[src/rtl/elevator_request_ctrl.sv]
// Request stage in front of the elevator car FSM: latches calls, answers
// the Delay/FR_Delay handshakes and offers destination/direction hints.
module elevator_request_ctrl #(
  parameter int DOOR_CYCLES = 8,
  parameter int DOOR_W      = 4
) (
  input  logic       clk,
  input  logic       reset,
  input  logic [3:0] call_up,
  input  logic [3:0] call_dn,
  input  logic [3:0] cab_btn,
  input  logic [1:0] Actual_Stage,
  input  logic       UD_Answer,
  input  logic       STOP,
  input  logic       Delay,
  input  logic       FR_Delay,
  input  logic [2:0] Solicitud_stage,
  output logic [2:0] next_stage,
  output logic       OC_Request,
  output logic       UD_Request,
  output logic       NO_STOP,
  output logic       DoneDelay,
  output logic       DoneFRDelay
);

  typedef enum logic [2:0] {
    IDLE, ARR, WAITD, DOOR, FRACK, FRWAIT
  } state_t;

  localparam logic [DOOR_W-1:0] LOAD = DOOR_W'(DOOR_CYCLES);
  localparam logic [DOOR_W-1:0] ONE  = DOOR_W'(1);

  state_t            state, state_n;
  logic [DOOR_W-1:0] cnt, cnt_n;
  logic [3:0]        up_p, dn_p, cab_p;
  logic [3:0]        up_n, dn_n, cab_n;
  logic [3:0]        up_clr, dn_clr, cab_clr;
  logic              fr_seen;
  logic              fr_new;

  logic [3:0] fmask;
  logic       end_floor;
  logic       up_sel, dn_sel;
  logic [3:0] hit_up, hit_dn, hit_cab;
  logic [3:0] prs_up, prs_dn, prs_cab;
  logic [3:0] here_up, here_dn, here_cab;
  logic       hit, press, here_any;

  logic [3:0] pend, above, below;
  logic [2:0] ns_d;
  logic       oc_d, ud_d, nostop_d, dd_d, dfr_d;

  assign fmask     = 4'b0001 << Actual_Stage;
  assign end_floor = (Actual_Stage == 2'd0) | (Actual_Stage == 2'd3);
  assign up_sel    = UD_Answer | end_floor;
  assign dn_sel    = ~UD_Answer | end_floor;

  assign hit_up  = up_p & fmask & {4{up_sel}};
  assign hit_dn  = dn_p & fmask & {4{dn_sel}};
  assign hit_cab = cab_p & fmask;
  assign hit     = |{hit_up, hit_dn, hit_cab};

  assign prs_up  = call_up & 4'b0111 & fmask & {4{up_sel}};
  assign prs_dn  = call_dn & 4'b1110 & fmask & {4{dn_sel}};
  assign prs_cab = cab_btn & fmask;
  assign press   = |{prs_up, prs_dn, prs_cab};

  assign here_up  = up_p & fmask;
  assign here_dn  = dn_p & fmask;
  assign here_cab = cab_p & fmask;
  assign here_any = |{here_up, here_dn, here_cab};

  // fr_seen blocks a second ack of a FR_Delay level still held after FRACK
  assign fr_new = FR_Delay & ~fr_seen;

  assign up_n  = (up_p | (call_up & 4'b0111)) & ~up_clr;
  assign dn_n  = (dn_p | (call_dn & 4'b1110)) & ~dn_clr;
  assign cab_n = (cab_p | cab_btn) & ~cab_clr;

  function automatic logic [2:0] nearest(
    input logic [3:0] p,
    input logic [1:0] f,
    input logic       up
  );
    logic [2:0] nu, nd;
    nu = '0;
    nd = '0;
    for (int i = 3; i >= 0; i--)
      if (i > int'(f) && p[i]) nu = 3'(i + 1);
    for (int i = 0; i < 4; i++)
      if (i < int'(f) && p[i]) nd = 3'(i + 1);
    if (up) return (nu != 3'd0) ? nu : nd;
    else    return (nd != 3'd0) ? nd : nu;
  endfunction

  always_ff @(posedge clk or posedge reset) begin
    if (reset) begin
      state       <= IDLE;
      cnt         <= '0;
      up_p        <= '0;
      dn_p        <= '0;
      cab_p       <= '0;
      fr_seen     <= 1'b0;
      next_stage  <= '0;
      OC_Request  <= 1'b0;
      UD_Request  <= 1'b0;
      NO_STOP     <= 1'b0;
      DoneDelay   <= 1'b0;
      DoneFRDelay <= 1'b0;
    end else begin
      state       <= state_n;
      cnt         <= cnt_n;
      up_p        <= up_n;
      dn_p        <= dn_n;
      cab_p       <= cab_n;
      if (state == FRACK) fr_seen <= 1'b1;
      else if (!FR_Delay) fr_seen <= 1'b0;
      next_stage  <= ns_d;
      OC_Request  <= oc_d;
      UD_Request  <= ud_d;
      NO_STOP     <= nostop_d;
      DoneDelay   <= dd_d;
      DoneFRDelay <= dfr_d;
    end
  end

  always_comb begin
    state_n = state;
    cnt_n   = cnt;
    up_clr  = '0;
    dn_clr  = '0;
    cab_clr = '0;
    unique case (state)
      IDLE: begin
        if (Delay) state_n = ARR;
        else if (fr_new) state_n = FRACK;
        else if (STOP && here_any) begin
          state_n = DOOR;
          cnt_n   = LOAD;
          up_clr  = here_up;
          dn_clr  = here_dn;
          cab_clr = here_cab;
        end
      end
      ARR: begin
        up_clr  = hit_up;
        dn_clr  = hit_dn;
        cab_clr = hit_cab;
        if (hit) begin
          state_n = DOOR;
          cnt_n   = LOAD;
        end else begin
          state_n = WAITD;
        end
      end
      WAITD: if (!Delay) state_n = IDLE;
      DOOR: begin
        if (press) begin
          cnt_n   = LOAD;
          up_clr  = prs_up;
          dn_clr  = prs_dn;
          cab_clr = prs_cab;
        end else if (!fr_new) begin
          cnt_n = cnt - ONE;
        end
        if (fr_new) state_n = FRACK;
        else if (!press && cnt <= ONE) begin
          state_n = WAITD;
          cnt_n   = '0;
        end
      end
      FRACK: begin
        if (Solicitud_stage != 3'd0 && Solicitud_stage <= 3'd4)
          cab_clr = 4'b0001 << (Solicitud_stage - 3'd1);
        state_n = (cnt != '0) ? DOOR : FRWAIT;
      end
      FRWAIT: if (!FR_Delay) state_n = IDLE;
      default: state_n = IDLE;
    endcase
  end

  always_comb begin
    pend  = up_n | dn_n | cab_n;
    above = '0;
    below = '0;
    for (int i = 0; i < 4; i++) begin
      above[i] = (i > int'(Actual_Stage));
      below[i] = (i < int'(Actual_Stage));
    end
    ns_d     = nearest(cab_n, Actual_Stage, UD_Answer);
    ud_d     = (|(pend & above)) & (UD_Answer | ~(|(pend & below)));
    nostop_d = STOP & (|(pend & ~fmask));
    oc_d     = (state_n == DOOR) |
               ((state_n == FRACK) && (cnt_n != '0));
    dd_d     = (state_n == ARR);
    dfr_d    = (state_n == FRACK);
  end

endmodule
[config.mk]
export PLATFORM = sky130hd
export DESIGN_NAME = elevator_request_ctrl
export DESIGN_NICKNAME = d
export VERILOG_FILES = /design/src/rtl/elevator_request_ctrl.sv
export SDC_FILE = /design/constraint.sdc
export NUM_CORES = 1
export LEC_CHECK = 0
export CAP_MARGIN = 15
export CORE_MARGIN = 3
export CORE_UTILIZATION = 59
export DETAILED_ROUTE_END_ITERATION = 7
export GPL_ROUTABILITY_DRIVEN = 0
export PLACE_DENSITY_LB_ADDON = 0.12
export SLEW_MARGIN = 20
export SYNTH_ARGS = -nofsm -noshare
export SYNTH_HDL_FRONTEND = slang
export SYNTH_SLANG_ARGS = --single-unit
[constraint.sdc]
create_clock -name clk -period 3.71 [get_ports clk]
set_input_delay 0.371 -clock clk [delete_from_list [all_inputs] [get_ports clk]]
set_output_delay 0.371 -clock clk [all_outputs]
set_load 0.05 [all_outputs]
Word level (Yosys, flattened, before mapping)
Index checks and enable logic that the tools add are counted.
Word-level totals
  register bits: 28
  input bits: 23
  output and inout bits: 8
  word-level logic and storage cells: 140
Cells by class
  bitwise gates (word level): 36
  muxes and demuxes: 46
  shifts and indexed selects: 2
  order comparisons: 8
  add/subtract/negate cells: 2
  reduce and logical (&&, ||, !) cells: 24
  eq/ne operators: 10
Operators by type and width (count)
  $mux 4: 21
  $and 4x4->4: 14
  $mux 3: 16
  $pmux 4 s3: 3
  $reduce_or 12->1: 3
  $pmux 3 s6: 1
  $not 4->4: 4
  $or 4x4->4: 4
  $pmux 4 s4: 1
  $reduce_or 4->1: 3
  $logic_and 1x1->1: 10
  $eq 3x2->1 const B: 3
  $eq 3x3->1 const B: 3
  $reduce_bool 3->1: 3
  $reduce_bool 4->1: 2
  $eq 3x1->1 const B: 2
  $or 1x1->1: 5
  $and 3x4->4: 1
  $and 4x3->4: 1
  $gt 2x2->1 const A: 2
  $le 4x1->1 const B: 1
  $lt 1x2->1 const A: 2
  $mux 1: 4
  $or 4x3->4: 1
  14 further kinds: 18

Logic depth before layout (Yosys ltp)
  word-level depth: 17
  mapped depth: 11
  mapped depth without buffers: 9

Worst setup path after synthesis
OpenSTA, ideal clock, no wires.
  path kind: input port to flip-flop
  from: input Actual_Stage[0]
  to: register NO_STOP
  buffers on the path: 2
  arrival time: 2.185 ns
  slack: 1.406 ns
  stages on the path: 10
  required time: 3.591 ns
  library setup time: 0.119 ns
  cells stage by stage: inv_1 ha_1 and2_1 buf_6 o21ai_1 a221oi_4 o311a_1 buf_2 o31a_1 o21a_1
On the way
  elaborated cells on any way between the ends: 46
  classes of those cells: 1 x eq/ne; 1 x shift; 15 x mux; 24 x bitwise; 5 x reduce/logical
RTL lines
  start: declaration: RTL line 12  | input logic [1:0] Actual_Stage,
  $shl 1x2->4: RTL line 53  | assign fmask = 4'b0001 << Actual_Stage;
  $and 4x4->4 (on tied branches)
  $reduce_or 12->1: RTL line 71  | assign here_any = |{here_up, here_dn, here_cab};
  $logic_and 1x1->1: RTL line 137  | else if (STOP && here_any) begin
  $mux 4: RTL line 137
  $mux 4: RTL line 136  | else if (fr_new) state_n = FRACK;
  $mux 4: RTL line 135  | if (Delay) state_n = ARR;
  $pmux 4 s4 *: RTL line 133  | unique case (state)
  $not 4->4 *: RTL line 78  | assign cab_n = (cab_p | cab_btn) & ~cab_clr;
  $and 4x4->4 *: RTL line 78
  via cab_n[1]: RTL line 36  | logic [3:0] up_n, dn_n, cab_n;
  $or 4x4->4 *: RTL line 183  | pend = up_n | dn_n | cab_n;
  $and 4x4->4 *: RTL line 192  | nostop_d = STOP & (|(pend & ~fmask));
  $reduce_or 4->1 *: RTL line 192
  $and 1x1->1 *: RTL line 192
  via nostop_d: RTL line 51  | logic oc_d, ud_d, nostop_d, dd_d, dfr_d;
  end signal: assignment: RTL line 121  | NO_STOP <= nostop_d;
  end: declaration: RTL line 21  | output logic NO_STOP,
Mark *: on every way through the listed nets, which the timed path passes. The rest lies on a longest branch.
A chain may end at the register's enable or synchronous reset.

Worst setup path in the final report
  from: input Actual_Stage[1]
  to: register next_stage[0]
On the way
  longest elaborated chain between the ends: 17
  elaborated cells on any way between the ends: 47
  classes of those cells: 6 x order compare; 1 x eq/ne; 1 x shift; 14 x mux; 13 x bitwise; 12 x reduce/logical
Ends and longest elaborated chain
  $shl 1x2->4: RTL line 53
  $and 4x4->4 (on tied branches)
  $reduce_or 12->1: RTL line 71
  $logic_and 1x1->1: RTL line 137
  $mux 4: RTL line 137
  $mux 4: RTL line 136
  $mux 4: RTL line 135
  $pmux 4 s4: RTL line 133
  $not 4->4: RTL line 78
  $and 4x4->4: RTL line 78
  $logic_and 1x1->1 (on tied branches): RTL line 91, 89
  $mux 1 / $mux 3 (equally long branches): RTL line 91, 89
  $mux 3 (on tied branches) (2 in a row): RTL line 91, 89
  $reduce_bool 3->1 (on tied branches): RTL line 93, 92
  $mux 3 (on tied branches): RTL line 93, 92
  $mux 3 *: RTL line 92  | if (up) return (nu != 3'd0) ? nu : nd;
  via ns_d[0]: RTL line 50  | logic [2:0] ns_d;
  end signal: assignment: RTL line 118  | next_stage <= ns_d;
  end: declaration: RTL line 18  | output logic [2:0] next_stage,
Marks and branches as above.

==> summary.md <==
| Metric | Value |
|---|---|
| Chip width | 66.06 microns |
| Crit-path max FO | 10 |
| Core Area | roughly 3400 sq um |
| Worst-path clk slew | between 0.15 and 0.2 ns |
| Setup Skew | approximately 0.012 ns |
| Io pins | 31 |
| Max-slew violations | 0 |
| # Post-CTS Setup Buffers | 0 |
| Drt pass-1 iters | 6 |
| Overall Global Routing Usage | 24.93% |
| Commonest non-fill, non-tap cell in the layout | nand2_1 |
| H-tree levels | 1 |
| Power consumption | 1.525 mW |
| CTS Buffer Depth | 2 |
| DRC violations left | 0 |
| Cell Area, Synth | roughly 2100 sq um |
| Number of distinct library cells after synthesis | 63 |
| Register area share after synthesis | 32.92% |
| Die area | 4364 sq um |
| Share of the synthesized area in the top cell type | 32.92% |
| Nets | approximately 300 |
| Hold/Removal Path Class | in2async |
| Top_reg_cell synth | dfrtp_1 |
| Num CTS Buffers | 3 |
| Final hold slack | 0.3770 ns |
| Max cap viols | 0 |
| FF+latch count, synth | 28 |
| CP arrival | around 3.3 ns |
| Yosys warns | 0 |
| First-pass GRT wire length | 8280 microns |
| Final setup vio count | 0 |
| Clock sinks | 28 |
| Area grow syn2layout | 13.82% |
| WL final | 5174 microns |
| Mapped Cells | roughly 240 |
| Required time worst endpoint | a little under 4 ns |
| Largest net degree at the start of global routing | 29 |
| Die H | 66.06 microns |
| Via count | 1944 |
| Worst r2r path cells | 7 |
| Ant diodes | 0 |
| Post-synth ARST share | 100.0% |
| Post-synth EDFFs | 0 |
| Count of hold-fix buffers inserted at cts | 0 |
| Syn Nets | 273 |
| Unrepaired setup endpoints after global routing | false |
| Clk Tree Root Cell | clkbuf_4 |
| Clock latency on the worst-skew pair | 0.34 ns |
| CTS tree | built |
| I/O Buffers | 28 |
| Initial drt markers | 187 |
| Initial Util | 62.31% |
| Final Cycle Share | a little over four fifths |
| Leak | 0.9965 nW |
| Vias per cell | about 6.3 |
| Synth top area cells | dfrtp_1, ha_1, nand2_1 |
| FILL cells | 283 |
| Outcome | complete, no violations |
| Final Critical Period | 3.092 ns |
| Total negative slack | 0 ns |
| Type of origin of the critical path | input pin |
| Wirelength per Cell | between 15 and 20 microns |
| Vias in the first global route | 1649 |
| FP Rows | 21 |
| Peak supply drop | between 0.5 and 0.6 mV |
| Worst rel slew slack | ~60% |
| Hpwl dp | 3979 microns |
| WS Path Type | in2reg |
| Final Hold Fails | 0 |
| Syn_area_per_cell | 8.831 sq um |
| Worst-Margin Slew | ~0.6 ns |
| PD cells | 629.5 nW/um^2 |
| Antenna violations before repair | 0 |
| Layout cells sized above 1 | a little under a tenth |
| Fmax | 323.4 MHz |
| Post-synth top area cell | dfrtp_1 |
| DRT antenna net count | 0 |
| Commonest cells after routing, fill and taps aside | nand2_1, dfrtp_1, clkdlybuf4s50_1 |
| Grt total ovfl | 0 |
| # resized after CTS | 0 |
| Element type at the critical path end | register |
-- cell usage after synthesis, drive strengths merged, types with 3 or more instances --
library cell	instances
dfrtp	28
a21oi	14
o21ai	10
buf	9
o31a	4
a22o	3
nand2b	6
a21o	4
nand3	5
nor2	17
a31oi	5
nand2	31
ha	9
inv	17
nor3	9
a22oi	5
o21a	3
o31ai	3
a31o	3
a211oi	5
nand3b	4
-- path summary, 6_finish.rpt --
kind,startpoint,to,slack (ns)
max in group asynchronous,reset,next_stage[2],2.94
min,reset,cab_p[2],0.38
min in group clk,fr_seen,fr_seen,0.53
max,Actual_Stage[1],next_stage[0],0.62
min reg2reg,fr_seen,fr_seen,0.53
max reg2reg,state[1],next_stage[0],1.25
-- flip-flops by register name, indices dropped and copies added (netlist names) --
signal / cells
cnt: 4
DoneFRDelay: 1
UD_Request: 1
NO_STOP: 1
OC_Request: 1
fr_seen: 1
next_stage: 3
dn_p: 4
DoneDelay: 1
cab_p: 4
up_p: 4
state: 3
-- through the flow --
step / std cells / util [%] / setup slack [ns] / area [sq um]
4_1_cts: 308 / 70.92 / 0.6605 / 2422
2_1_floorplan: 241 / - / 1.406 / 2128
3_5_place_dp: 304 / 69.85 / 0.2879 / 2386
5_1_grt: 308 / 70.92 / 0.5232 / 2422
3_3_place_gp: 304 / 69.85 / 0.3733 / 2386
6_report: 308 / 70.92 / 0.6177 / 2422
-- cell type report --
type                       instances  area [sq um]  share of cell area [%]
multi-input combinational        185          1284                   53.00
tap                               46         57.56                   2.376
timing repair buffer              28         280.3                   11.57
clock buffer                       4         36.28                   1.498
sequential                        28         700.7                   28.93
inverter                          17         63.81                   2.634
-- worst max-delay path: stages --
cell and delay [ns]:
clkdlybuf4s50_1 0.67, inv_1 0.14, ha_1 0.32, and2_1 0.34
o21ai_1 0.17, a221oi_4 0.42, o311a_1 0.42, a21oi_1 0.15
a21oi_1 0.20, o22ai_1 0.12
-- power by group --
| group | internal (mW) | switching [mW] |
|---|---|---|
| clock network | 0.0603 | 0.0960 |
| registers | 0.414 | 0.142 |
| logic | 0.327 | 0.486 |
-- cells by family after synthesis --
| kind of cell | after synthesis | share of synthesized area (%) |
|---|---|---|
| compound gates | 84 | 32.75 |
| fa+ha+maj | 9 | 5.291 |
| buf+inv | 28 | 6.761 |
| mux | 1 | 0.4703 |
| simple gates | 91 | 21.81 |
| flops | 28 | 32.92 |
-- per-layer routing --
metal  routed length (microns)  track usage [%]
met1                      2404            38.40
met2                      2238            36.30
met3                       460            3.231
met4                        70            6.853
met5                         0                0
No activity file was read; power rests on OpenSTA's default activity.
